<file path="src/rtl/clk_div_pkg.sv">
// Shared constants and types for the multi-channel clock-enable divider.
package clk_div_pkg;

    // Output behaviour of a channel
    typedef enum logic {
        MODE_TOGGLE = 1'b0,
        MODE_PULSE  = 1'b1
    } mode_e;

    localparam int unsigned NUM_CH_DFLT  = 4;
    localparam int unsigned CNT_W_DFLT   = 32;
    localparam int unsigned DEF_DIV_DFLT = 0;

    // Width of a channel index; never narrower than one bit
    function automatic int unsigned ch_idx_w(input int unsigned n);
        return (n > 1) ? $clog2(n) : 1;
    endfunction

endpackage

</file>
<file path="src/rtl/clk_div_ch.sv">
// One divider channel: counter, shadow/active configuration and registered outputs.
module clk_div_ch
    import clk_div_pkg::*;
#(
    parameter int unsigned CNT_W   = CNT_W_DFLT,
    parameter int unsigned DEF_DIV = DEF_DIV_DFLT
) (
    input  logic             clk,
    input  logic             rstn,
    input  logic             en,
    input  logic             sync,
    input  logic             wr,
    input  logic [CNT_W-1:0] wr_div,
    input  mode_e            wr_mode,
    output logic             pending,
    output logic             div,
    output logic             tick
);

    logic [CNT_W-1:0] cnt;
    logic [CNT_W-1:0] act_div;
    logic [CNT_W-1:0] shd_div;
    mode_e            act_mode;
    mode_e            shd_mode;
    logic             tc_c;
    logic             apply_c;
    logic             mode_chg_c;

    // Terminal count, and the only moments a shadow config may become active
    always_comb begin
        tc_c       = en & ~sync & (cnt == act_div);
        apply_c    = pending & (tc_c | sync | ~en);
        mode_chg_c = apply_c & (shd_mode != act_mode);
    end

    // Configuration hand-off, period counter and output registers
    always_ff @(posedge clk) begin
        if (!rstn) begin
            cnt      <= '0;
            act_div  <= CNT_W'(DEF_DIV);
            shd_div  <= CNT_W'(DEF_DIV);
            act_mode <= MODE_TOGGLE;
            shd_mode <= MODE_TOGGLE;
            pending  <= 1'b0;
            div      <= 1'b0;
            tick     <= 1'b0;
        end else begin
            // A write is only accepted while nothing is pending, so it never meets an apply
            if (apply_c) begin
                act_div  <= shd_div;
                act_mode <= shd_mode;
                pending  <= 1'b0;
            end else if (wr) begin
                shd_div  <= wr_div;
                shd_mode <= wr_mode;
                pending  <= 1'b1;
            end

            if (sync || !en) begin
                cnt  <= '0;
                tick <= 1'b0;
                div  <= 1'b0;
            end else if (tc_c) begin
                cnt  <= '0;
                tick <= 1'b1;
                div  <= (act_mode == MODE_TOGGLE) ? ~div : 1'b1;
            end else begin
                cnt  <= cnt + CNT_W'(1);
                tick <= 1'b0;
                div  <= (act_mode == MODE_TOGGLE) ? div : 1'b0;
            end

            // Start a new mode from a known low level
            if (mode_chg_c) begin
                div <= 1'b0;
            end
        end
    end

endmodule

</file>
<file path="src/rtl/clk_div_multi.sv">
// Bank of independent clock-enable dividers sharing one configuration port.
module clk_div_multi
    import clk_div_pkg::*;
#(
    parameter  int unsigned NUM_CH  = NUM_CH_DFLT,
    parameter  int unsigned CNT_W   = CNT_W_DFLT,
    parameter  int unsigned DEF_DIV = DEF_DIV_DFLT,
    localparam int unsigned CH_W    = ch_idx_w(NUM_CH)
) (
    input  logic              clk,
    input  logic              rstn,
    input  logic [NUM_CH-1:0] ch_en,
    input  logic              sync_i,
    input  logic              cfg_valid,
    output logic              cfg_ready,
    input  logic [CH_W-1:0]   cfg_ch,
    input  logic [CNT_W-1:0]  cfg_div,
    input  logic              cfg_mode,
    output logic [NUM_CH-1:0] div_o,
    output logic [NUM_CH-1:0] tick_o
);

    // Every encodable channel index gets a slot; unused slots never block
    localparam int unsigned NUM_SLOT = 1 << CH_W;

    logic [NUM_CH-1:0]   pending;
    logic [NUM_SLOT-1:0] pend_pad;

    // Ready follows the registered pending flag of the addressed channel
    always_comb begin
        pend_pad  = NUM_SLOT'(pending);
        cfg_ready = ~pend_pad[cfg_ch];
    end

    for (genvar i = 0; i < NUM_CH; i++) begin : g_ch
        logic wr_c;

        // Transfer strobe for this channel only
        always_comb begin
            wr_c = cfg_valid & cfg_ready & (cfg_ch == CH_W'(i));
        end

        clk_div_ch #(
            .CNT_W   (CNT_W),
            .DEF_DIV (DEF_DIV)
        ) u_ch (
            .clk     (clk),
            .rstn    (rstn),
            .en      (ch_en[i]),
            .sync    (sync_i),
            .wr      (wr_c),
            .wr_div  (cfg_div),
            .wr_mode (mode_e'(cfg_mode)),
            .pending (pending[i]),
            .div     (div_o[i]),
            .tick    (tick_o[i])
        );
    end

endmodule

</file>
<file path="config.mk">
export PLATFORM = sky130hd
export DESIGN_NAME = clk_div_multi
export DESIGN_NICKNAME = d
export VERILOG_FILES = /design/src/rtl/clk_div_pkg.sv /design/src/rtl/clk_div_ch.sv /design/src/rtl/clk_div_multi.sv
export SDC_FILE = /design/constraint.sdc
export NUM_CORES = 1
export LEC_CHECK = 0
export CAP_MARGIN = 10
export CORE_ASPECT_RATIO = 1.4
export CORE_MARGIN = 1.5
export CORE_UTILIZATION = 40
export DETAILED_ROUTE_END_ITERATION = 7
export PLACE_DENSITY_LB_ADDON = 0.08
export SYNTH_ARGS = -nofsm -noshare
export SYNTH_HDL_FRONTEND = slang
export SYNTH_SLANG_ARGS = --single-unit
</file>
<file path="constraint.sdc">
create_clock -name clk -period 1.9 [get_ports clk]
set_input_delay 0.475 -clock clk [delete_from_list [all_inputs] [get_ports clk]]
set_output_delay 0.475 -clock clk [all_outputs]
set_load 0.01 [all_outputs]
</file>
== Yosys cells after proc, flatten, opt, wreduce, memory -nomap -nowiden ==
Index checks and enable logic that the tools add are counted.
Word-level totals
  flip-flop bits (word level): 404
  input port bits: 43
  output and inout port bits: 9
  word-level logic and storage cells: 143
Operators by class
  add/sub/neg operators: 4
  $lt $le $gt $ge: 1
  eq/ne operators: 11
  mux-type cells: 18
  bitwise gates (word level): 44
  reduce and logical (&&, ||, !) cells: 33
Operators with widths (number)
  32-bit by 1-bit adder with 32-bit output (second input constant): 4
  32-bit == test: 4
  3-bit OR reduction: 8
  1-bit AND: 21
  1-bit 2-to-1 mux: 17
  2-bit OR reduction: 8
  1-bit NOT: 15
  1-bit OR: 8
  2-bit AND reduction: 4
  2-bit nonzero test: 4
  2-bit == test (second input constant): 2
  1-bit logical NOT: 4
  1-bit logical OR: 4
  1-bit inequality test: 4
  2-bit by 3-bit less-than comparator with 1-bit output (second input constant): 1
  1-bit binary-select mux with 2-bit select: 1
  2-bit by 1-bit == test with 1-bit output (second input constant): 1
  2-bit logical NOT: 1

== Longest topological paths before layout ==
  word-level depth: 8
  gate-level depth with buffers: 9
  gate-level depth less buffers: 7

== Hierarchy ==
From an unflattened synthesis, not the netlist that was laid out.
Second synthesis, totals
  cell total of the unflattened synthesis: 1863
  area total of the unflattened synthesis: 17682.0 µm²
By module, submodules not included
  clk_div_ch (g_ch[0].u_ch ...): times used 3, cells an instance 466, area each 4404.2 µm², sequential area each 2021.9 µm²
  clk_div_ch (g_ch[3].u_ch): times used 1, cells an instance 458, area each 4405.5 µm², sequential area each 2021.9 µm²
  clk_div_multi: times used 1, cells an instance 7, area each 63.8 µm², sequential area each 0.0 µm²

== Worst setup path after synthesis ==
Ideal clock, no wire load.
  kind: reg2reg
  start point: register g_ch[0].u_ch.cnt[0]
  end point: register g_ch[0].u_ch.cnt[30]
  setup time: 130 ps
  data arrival time: 1959 ps
  required time: 1770 ps
  setup slack: -189 ps
  cell stages (with the launch flop): 8
  path buffers: 0
  clock period less this slack: 2089 ps
  cell sequence: dfxtp_1 -> ha_1 -> and4_2 -> and2b_2 -> nor3b_2 -> or3b_2 -> xnor2_1 -> nor2_1
Between the ends
  longest elaborated chain between the ends: 3
  elaborated cells between the ends (all ways): 4
  classes of those cells: 1 x add/sub; 1 x eq/ne; 1 x bitwise; 1 x reduce/logical
Ends and longest elaborated chain
  from (decl): line clk_div_ch.sv:20  | logic [CNT_W-1:0] cnt;
  from (signal assigned): line clk_div_ch.sv:68  | cnt <= cnt + CNT_W'(1);
  branches (longest 3 deep; another with 32-bit by 1-bit adder with 32-bit output)
Parallel ways; which one is timed is not known.
A chain may end at the register's enable or synchronous reset.

== Final worst setup path ==
  start point: register g_ch[1].u_ch.cnt[6]
  end point: register g_ch[1].u_ch.act_div[25]
Between the ends
  longest elaborated chain between the ends: 5
Ends and longest elaborated chain
  from (decl): line clk_div_ch.sv:20
  from (signal assigned): line clk_div_ch.sv:68
  32-bit == test: line clk_div_ch.sv:31  | tc_c = en & ~sync & (cnt == act_div);
  1-bit AND: line clk_div_ch.sv:31
  1-bit OR (2 in series): line clk_div_ch.sv:32  | apply_c = pending & (tc_c | sync | ~en);
  1-bit AND: line clk_div_ch.sv:32
  to (signal assigned): line clk_div_ch.sv:40  | act_div <= CNT_W'(DEF_DIV);
  to (signal assigned): line clk_div_ch.sv:50  | act_div <= shd_div;
  to (decl): line clk_div_ch.sv:21  | logic [CNT_W-1:0] act_div;
Every way passes these cells.

==> metrics.txt <==
status=complete, but fails checks; failing checks=negative setup slack; Die ar.=43900 sq um; CP arrival=2.51 ns; CP Launch Type=flip-flop; TritonCTS clock tree=done; Slew @ Worst Pin=0.682 ns; CP Data Required Time=2.38 ns; leakage=8.24 nW; final routed DRC violation total=0; clock slew at reported path FFs=0.06 ns; Psw=0.00442 W; Crit. Startpoint=g_ch[1].u_ch.cnt[6]; Worst Skew=0.0122 ns; Final Net Count=2337; Int Power=0.0148 W; critical path, cell by cell=xnor2_2 > nand4_1 > nor4_4 > nand2_2 > a21boi_4 > buf_6 > buf_12 > mux2i_1; routability cong.=0.786; Critical Path Fanout Max=6; # IOs=52; Fillers=3907; Place WS=-0.965 ns; Achievable Freq=0.492 GHz; Layout area overhead=36.6%; Pwr Total=0.0192 W; wire per inst=17.5 um; count of cell types in the netlist=48; Pwr per Cell Area=826 nW/um^2; layout cells sized above 1=0.263; DP Wirelength=32.1 mm; commonest non-fill, non-tap cell in the layout=nand2_1; Setup Crit Path Kind=flip-flop to flip-flop; Final Hold Vio Count=0; maximum clock insertion buffer count=3; Synth Register Bits=404; ys async rst share=0; Core Footprint=42100 sq um; sequential power share=0.450; Crit path largest cell delay=0.37 ns; Max-Cap Viols=0; clock power share=0.473; Netlist Area Pre-Place=17100 sq um; Max-slew headroom=0.545; Mapped Cells=2031; Vias/cell=4.97; drt initial violations=695; vias in the first global route=13775; fin util=0.554; start point of the worst hold path=rstn; Reg-to-Reg Start=g_ch[1].u_ch.cnt[6]; Sw Ratio=0.230; # clock sinks=404; worst hold path type=input pin to flip-flop; post-route ant nets=0; H-tree depth=2; Detailed Routing Iterations Pass 1=5; Hold Crit Depth=3; combinational power share=0.077; unrepaired setup endpoints after global routing=true; Port-buffer cells=51; initial antenna violation count=2; worst setup margin=-0.131 ns; CTS Root Cell=clkbuf_16; yosys warns=0; Chip Width=178 um; FF-to-FF path depth=8; Die Span Y=247 um; Inserted Clock Buffers=42; sequential fraction of the synthesis area=0.474; Global Route Usage Sum=0.224; Core Rows=89; vias post-DR=14259; syn nets=2078; Worst-Skew Late Latency=0.55 ns; total wire length=50.1 mm; Final setup violation count=230; min cycle time layout=2.03 ns; CP endpoint kind=flip-flop; first-pass GRT wire length=75.8 mm; largest net degree at the start of global routing=56; Syn Area/Cell=8.40 sq um; number of synthesized flops with an enable pin=0; slowest cell on the critical path=nor4_4; reg-to-reg slack, setup=-0.13 ns; commonest non-fill, non-tap cells in the layout=nand2_1 (519), dfxtp_1 (342), buf_4 (217); final worst path period share=1.07; top_reg_cell synth=dfxtp_1; total gr overflow=0; Initial Util=0.405; Slew Limit Fails=0; n_diodes=0; maximum vdd drop=0.627 mV
==> flip-flops by register name (all words and copies together) (netlist names) <==
signal and flops:
g_ch.u_ch.act_div 128, g_ch.u_ch.cnt 128, g_ch.u_ch.shd_div 128, g_ch.u_ch.act_mode 4, g_ch.u_ch.div 4, g_ch.u_ch.pending 4
g_ch.u_ch.shd_mode 4, g_ch.u_ch.tick 4
==> routing by layer <==
| layer | track usage | up-vias | share of wire |
|---|---|---|---|
| met3 | 0.0271 | 76 | 0.036 |
| met4 | 0.0633 | 2 | 0.026 |
| li1 | - | 7233 | - |
| met5 | 0 | - | 0.00026 |
| met2 | 0.401 | 225 | 0.51 |
| met1 | 0.280 | 6723 | 0.43 |
==> logic make-up (layout without fill, tap and decap cells) <==
family / Yosys count / count (layout) / share of synthesized area
and+or+nand+nor: 909 / 909 / 0.233
DFF: 404 / 404 / 0.474
adders and majority gates: 4 / 4 / 0.00293
buffers and inverters: 139 / 432 / 0.0356
xor gates and xnor gates: 245 / 245 / 0.126
AOI/OAI and AO/OA: 229 / 229 / 0.0693
muxes: 101 / 101 / 0.0593
==> critical path: cells and delay by family (launching register included) <==
family / cells / cell delay (ns)
AO/OA/AOI/OAI: 1 / 0.21
buffers and inverters: 2 / 0.32
AND/OR/NAND/NOR: 3 / 0.69
multiplexers: 1 / 0.19
flip-flops: 1 / 0.33
XOR/XNOR: 1 / 0.20
==> per-stage QoR <==
| step | setup TNS [ns] | instances | cell area [sq um] | hold slack [ns] |
|---|---|---|---|---|
| final | -14.33 | 2870 | 23300 | 0.363 |
| after global placement | -55.65 | 2738 | 19800 | 0.442 |
| after detailed placement | -62.53 | 2738 | 19800 | 0.447 |
| after CTS | -7.83 | 2849 | 22300 | 0.346 |
| after global routing | -38.15 | 2870 | 23300 | 0.365 |
| after floorplan | 0 | 2031 | 17100 | 0.437 |
==> Yosys cell counts, drive strengths merged, types with 2 or more instances <==
cell     instances  area (sq um)
a211oi           3          22.5
a21boi           3          22.5
a21oi          172           861
and3            21           131
and4            11          97.6
buf             34           213
clkbuf          89           335
dfxtp          404          8090
ha               4          50.1
inv             16          60.1
mux2i          100          1000
nand2          522          1960
nand2b           2          12.5
nand3           80           405
nand4           50           319
nor2           161           609
nor2b            5          31.3
nor3            21           141
nor4            16           115
nor4b            2          17.5
o2111ai          3          26.3
o211ai           3          22.5
o21ai           44           220
or2              2          12.5
or3              7          43.8
or4              5          45.0
xnor2          147          1290
xor2            98           858
==> final cells by class <==
| type | count | area (sq um) | share of cell area |
|---|---|---|---|
| inverter | 16 | 62.6 | 0.00268 |
| multi-input combinational | 1488 | 9380 | 0.403 |
| clock buffer | 58 | 1250 | 0.0538 |
| timing repair buffer | 338 | 3450 | 0.148 |
| sequential | 404 | 8190 | 0.351 |
| clock inverter | 20 | 285 | 0.0122 |
| tap | 546 | 683 | 0.0293 |
==> power by group through the flow <==
stage                     clock, W  sequential [W]  combinational (W)
after CTS                  0.00932         0.00867            0.00134
after floorplan                  0         0.00884           0.000573
after detailed placement         0         0.00886            0.00114
after global routing       0.00966         0.00867            0.00157
final                      0.00910         0.00866            0.00148
after global placement           0         0.00886            0.00114
==> path summary, 6_finish.rpt <==
| path | endpoint |
|---|---|
| setup / recovery | g_ch[1].u_ch.act_div[25] |
| hold / removal | g_ch[1].u_ch.act_div[4] |
| setup reg to reg | g_ch[1].u_ch.act_div[25] |
| hold reg to reg | g_ch[1].u_ch.act_div[18] |
==> repair_timing <==
action,in CTS,in global routing
buffers inserted,22,13
hold buffers,0,0
endpoints found under the setup margin,215,271
pin swaps,44,75
gates resized for setup,170,187
gates cloned,12,15
(Power assumes the default switching activity.)
